[config.mk]
export PLATFORM = sky130hd
export DESIGN_NAME = d16_dbus_arb
export DESIGN_NICKNAME = d
export VERILOG_FILES = /design/src/rtl/d16_dbus_arb_pkg.sv /design/src/rtl/d16_dbus_arb_cpt16.sv /design/src/rtl/d16_dbus_arb.sv
export SDC_FILE = /design/constraint.sdc
export NUM_CORES = 1
export LEC_CHECK = 0
export CAP_MARGIN = 20
export CORE_ASPECT_RATIO = 1.75
export CORE_MARGIN = 5
export CORE_UTILIZATION = 42
export DETAILED_ROUTE_END_ITERATION = 12
export PLACE_DENSITY_LB_ADDON = 0.2
export SYNTH_ARGS = -nofsm -noshare
export SYNTH_HDL_FRONTEND = slang
export SYNTH_SLANG_ARGS = --single-unit
[constraint.sdc]
create_clock -name sys_clk -period 3.3 [get_ports sys_clk]
set_clock_uncertainty 0.2 [all_clocks]
set_input_delay 0.495 -clock sys_clk [delete_from_list [all_inputs] [get_ports sys_clk]]
set_output_delay 0.495 -clock sys_clk [all_outputs]
set_load 0.02 [all_outputs]
[src/rtl/d16_dbus_arb_pkg.sv]
// Shared types and helpers for the d16 data-bus arbiter.
// Arbiter state encoding, burst length width and burst-length normalisation.
package d16_dbus_arb_pkg;

  localparam int LEN_W = 5;

  typedef enum logic [1:0] {
    ST_IDLE  = 2'd0,
    ST_BURST = 2'd1,
    ST_DRAIN = 2'd2
  } arb_state_t;

  // A zero length still moves one word; anything past the cap is clipped.
  function automatic logic [LEN_W-1:0] eff_len(input logic [LEN_W-1:0] len,
                                                input int max_burst);
    logic [LEN_W-1:0] cap;
    cap = LEN_W'(max_burst);
    if (len == '0)
      return LEN_W'(1);
    else if (len > cap)
      return cap;
    else
      return len;
  endfunction

endpackage

[src/rtl/d16_dbus_arb_cpt16.sv]
// 16-bit loadable up/down counter used as the burst address pointer.
// Wraps naturally at the ends of the 16-bit range.
module d16_dbus_arb_cpt16 (
  input  logic        clk,
  input  logic        rst,
  input  logic        dir,
  input  logic        load,
  input  logic        en,
  input  logic [15:0] din,
  output logic [15:0] q
);

  always_ff @(posedge clk or posedge rst) begin
    if (rst)
      q <= '0;
    else if (load)
      q <= din;
    else if (en)
      q <= dir ? q + 16'd1 : q - 16'd1;
  end

endmodule

[src/rtl/d16_dbus_arb.sv]
// d16 data-bus arbiter: core has fixed priority, a secondary burst master
// fills core-idle slots. Optional macro D16_DBUS_ARB_STALL_EN adds core_stall.
//
// state    | meaning
// ST_IDLE  | waiting for m_req; burst parameters latched on acceptance
// ST_BURST | one secondary word issued per cycle the core leaves free
// ST_DRAIN | single cycle: m_done pulse, last read word returns
module d16_dbus_arb
  import d16_dbus_arb_pkg::*;
#(
  parameter int MAX_BURST    = 16,
  parameter int STARVE_LIMIT = 255
) (
  input  logic        sys_clk,
  input  logic        sys_rst,
  input  logic [15:0] core_a,
  input  logic [15:0] core_do,
  input  logic        core_we,
  input  logic        core_re,
  output logic [15:0] core_di,
  input  logic        m_req,
  input  logic        m_we,
  input  logic [15:0] m_a,
  input  logic [4:0]  m_len,
  input  logic [15:0] m_do,
  output logic        m_wnext,
  output logic [15:0] m_di,
  output logic        m_rvalid,
  output logic        m_busy,
  output logic        m_done,
  output logic        starve,
  output logic [15:0] mem_a,
  output logic [15:0] mem_do,
  output logic        mem_we,
  input  logic [15:0] mem_di
`ifdef D16_DBUS_ARB_STALL_EN
  ,
  output logic        core_stall
`endif
);

  arb_state_t       state, state_nxt;
  logic             dir_q;
  logic [LEN_W-1:0] rem_q;
  logic [15:0]      addr_q;
  logic [15:0]      starve_cnt;
  logic             rvalid_q;
  logic             core_act;
  logic             issue;
  logic             accept;
  logic             last;

  assign core_act = core_re | core_we;
  assign issue    = (state == ST_BURST) && !core_act;
  assign accept   = (state == ST_IDLE) && m_req;
  assign last     = (rem_q == '0);

  d16_dbus_arb_cpt16 u_addr (
    .clk  (sys_clk),
    .rst  (sys_rst),
    .dir  (1'b1),
    .load (accept),
    .en   (issue),
    .din  (m_a),
    .q    (addr_q)
  );

  always_ff @(posedge sys_clk or posedge sys_rst) begin
    if (sys_rst)
      state <= ST_IDLE;
    else
      state <= state_nxt;
  end

  always_comb begin
    state_nxt = state;
    case (state)
      ST_IDLE:  if (m_req) state_nxt = ST_BURST;
      ST_BURST: if (issue && last) state_nxt = ST_DRAIN;
      ST_DRAIN: state_nxt = ST_IDLE;
      default:  state_nxt = ST_IDLE;
    endcase
  end

  // rem_q counts down the words still to issue after the current one.
  always_ff @(posedge sys_clk or posedge sys_rst) begin
    if (sys_rst) begin
      dir_q    <= 1'b0;
      rem_q    <= '0;
      rvalid_q <= 1'b0;
    end else begin
      rvalid_q <= issue && !dir_q;
      if (accept) begin
        dir_q <= m_we;
        rem_q <= eff_len(m_len, MAX_BURST) - LEN_W'(1);
      end else if (issue && !last) begin
        rem_q <= rem_q - LEN_W'(1);
      end
    end
  end

  always_ff @(posedge sys_clk or posedge sys_rst) begin
    if (sys_rst)
      starve_cnt <= '0;
    else if (state != ST_BURST || issue)
      starve_cnt <= '0;
    else if (core_act && starve_cnt != 16'(STARVE_LIMIT))
      starve_cnt <= starve_cnt + 16'd1;
  end

  assign starve   = (starve_cnt == 16'(STARVE_LIMIT));

  assign mem_a    = issue ? addr_q : core_a;
  assign mem_do   = (issue && dir_q) ? m_do : core_do;
  assign mem_we   = core_we | (issue & dir_q);
  assign m_wnext  = issue & dir_q;
  assign m_rvalid = rvalid_q;
  assign m_di     = rvalid_q ? mem_di : 16'h0000;
  assign core_di  = mem_di;
  assign m_busy   = (state == ST_BURST);
  assign m_done   = (state == ST_DRAIN);

`ifdef D16_DBUS_ARB_STALL_EN
  assign core_stall = starve;
`endif

endmodule
==> flow_metrics.tcl, run 1 <==
set metrics [dict create \
    run_status "complete, no violations" \
    netlist_instances 348 \
    most-common-layout-cells "160 x clkdlybuf4s50_1, 74 x nand2_1, 41 x dfrtp_1, 27 x nor2_1, 18 x and2_1" \
    antenna-diode-count 0 \
    grt_pass1_vias 3194 \
    finalWorstPathRequiredPeriod_ns 3.17 \
    clock_tree.buffer_depth 2 \
    viasPerCell 5.28 \
    synth.ff_latch_count 41 \
    routed_wl_um 9100 \
    hold_viol 0 \
    yosys_warnings 0 \
    totalPowerFinal_uw 2450 \
    pin_count 161 \
    clkLatencyLatePin_ns 0.28 \
    leading_cell_type_in_the_layout_fill_and_taps_excluded "clkdlybuf4s50_1" \
    synth_area_per_cell_um2 8.21 \
    die_w_um 72.4 \
    slew-limit-headroom_pct 64.4 \
    cts_max_level 2 \
    maxClockFrequency_mhz 316 \
    grt_first_pass_wirelength_um 15000 \
    cts_setup_buffers 0 \
    post_cts.resized_instances 0 \
    timing_worst_slew_pin_value_ns 0.534 \
    drc_errors 0 \
    num_vias 3068 \
    start_util_pct 43.4 \
    yosysUniqueCellTypes 43 \
    hold-worst-slack_ns 0.284 \
    share_of_layout_cells_above_drive_strength_1_pct 8.42 \
    worst-path-max-fanout 9 \
    worst-r2r-setup-slack_ns 0.92 \
    port-buffer-count 160 \
    holdCritPathClass "flop to flop" \
    yosysSeqAreaShare_pct 35.9 \
    die_y_um 119 \
    final.setup.tns_ns 0 \
    clkSinkCount 41 \
    cts_tree "built" \
    grt.overflow.total 0 \
    detail_route.wl_per_cell_um 15.7 \
    worst_path_required_ns 2.60 \
    kind_of_start_point_of_the_critical_path "input pin" \
    dp_hpwl_um 7290 \
    clk_pin_slew_worst_paths_ns 0.06 \
    floorplan.core_area_um2 6590 \
    mappedNetlistNets 442 \
    max_slew_violation_count 0 \
    critPathArrivalTime_ns 2.47 \
    setup_viol 0 \
    synth.cell_area_um2 2860 \
    layout-area-overhead-vs-synth_pct 62.9 \
    drt_pass1_iterations 4 \
    cts_hold_buffers 0 \
    drt_first_iter_violations 122 \
    power_leakage_uw 0.00190 \
    place_congestion 0.825 \
    drv.max_cap_violation_count 0 \
    filler_cell_count 546 \
    worst_voltage_drop_across_the_vdd_grid_uv 471 \
    critical_path_class "input pin to primary output" \
    design.die.area_um2 8620 \
    critical_path.endpoint_type "primary output" \
    clockRootBuffer "clkbuf_16" \
    num_rows 39 \
    antenna_violating_nets_post_route 0 \
    timing.final.crit_share_pct 96.0 \
    setup_repair_after_global_routing_missed_its_margin "no" \
    grt_use_total_pct 21.3 \
    finish.net_count 592 \
    tritoncts.num_buffers 5 \
    grt_start_max_net_pins 42 \
    power_density_nw_per_um2 526 \
    antenna_found_initial 0 \
]
critical path, stage by stage:
cell	delay (ns)
clkdlybuf4s50_1	0.50
or4b_4	0.61
buf_4	0.20
nand2_1	0.07
nand2_1	0.06
clkdlybuf4s50_1	0.54
final timing paths:
kind,startpoint,endpoint,cells after the start
worst max-delay path,core_re,mem_a[3],6
worst min register to register,dir_q,m_rvalid,1
min in group asynchronous,sys_rst,starve_cnt[5],3
worst min-delay path,dir_q,m_rvalid,1
worst max register to register,state[1],u_addr.q[13],5
max in group asynchronous,sys_rst,starve_cnt[7],3
metal layers:
layer  up-vias  GRT usage (%)  part of all wire [%]
met2       119           41.0                    56
met1      1425           22.2                    34
li1       1509              -                     -
met4         0           6.82                   2.0
met5         -              0                     0
met3        15           4.30                   7.5
report_power, final:
part	switching (uW)	internal (uW)	total, uW
sequential	213	658	871
combinational	523	555	1080
clock	199	301	500
total	935	1510	2450
stage by stage:
step | area [um2] | utilization [%] | cells | setup slack (ns)
after floorplan | 2860 | - | 348 | 0.761
after detailed placement | 4500 | 68.3 | 573 | 0.0369
after CTS | 4650 | 70.6 | 581 | 0.0239
after global routing | 4650 | 70.7 | 581 | 0.0195
after global placement | 4500 | 68.3 | 573 | 0.0746
final | 4650 | 70.7 | 581 | 0.132
synth_stat cells:
cell type	n	area, um2
nor4_1	6	37.5
mux2i_1	3	30.0
or3_4	1	11.3
a31oi_1	2	12.5
xor2_1	5	43.8
a21o_1	1	7.51
or4_1	3	22.5
or4b_1	1	10.0
nor3_1	8	40.0
nand4_1	6	37.5
o41ai_1	1	8.76
nand4b_1	1	8.76
o21ai_0	14	70.1
nor2_1	27	101
a31o_2	1	8.76
buf_2	2	10.0
nor2b_1	2	12.5
ha_1	3	37.5
mux2_2	16	180
and4_1	3	26.3
a21oi_1	10	50.1
o211ai_1	5	37.5
nand2_1	74	278
a221o_1	1	10.0
o31a_1	1	8.76
a22oi_1	2	15.0
nor4b_1	3	26.3
dfrtp_1	41	1030
o31ai_1	4	30.0
nor3b_1	2	15.0
or3_1	8	50.1
nand3_1	15	75.1
and2_1	18	113
xnor2_1	12	105
o21ai_1	1	5.00
nor4b_4	1	23.8
o21a_1	2	15.0
o221a_2	1	11.3
buf_4	16	120
inv_1	6	22.5
clkbuf_1	11	41.3
nand2b_1	3	18.8
o311ai_0	5	43.8
cell type report:
class | count | area [um2] | area share [%]
inverters | 6 | 22.5 | 0.484
clock inverters | 2 | 13.8 | 0.296
flip-flops and latches | 41 | 1030 | 22.0
clock buffers | 6 | 139 | 2.98
repair buffers | 172 | 1700 | 36.6
multi-input cells | 272 | 1650 | 35.4
well taps | 82 | 103 | 2.20
state kept, by name, indices dropped and copies added (netlist names):
signal / count
u_addr.q: 16
dir_q: 1
state: 2
m_rvalid: 1
starve_cnt: 16
rem_q: 5
logic make-up after synthesis:
kind of cell	share of synthesized area, %
adder cells (fa/ha/maj)	1.31
buffers and inverters	6.79
flip-flops	35.9
multiplexers	7.36
AO/OA/AOI/OAI	11.7
AND/OR/NAND/NOR	31.7
XOR/XNOR	5.21
(Power assumes the default switching activity.)
==> run 2: changes to the inputs <==
--- a/config.mk
+++ b/config.mk
@@ -11,6 +11,7 @@
 export CORE_UTILIZATION = 42
 export DETAILED_ROUTE_END_ITERATION = 12
 export PLACE_DENSITY_LB_ADDON = 0.2
+export SKIP_LAST_GASP = 1
 export SYNTH_ARGS = -nofsm -noshare
 export SYNTH_HDL_FRONTEND = slang
 export SYNTH_SLANG_ARGS = --single-unit
==> results of run 2 <==
The final DEF is identical to that of run 1; final timing and power are the same.
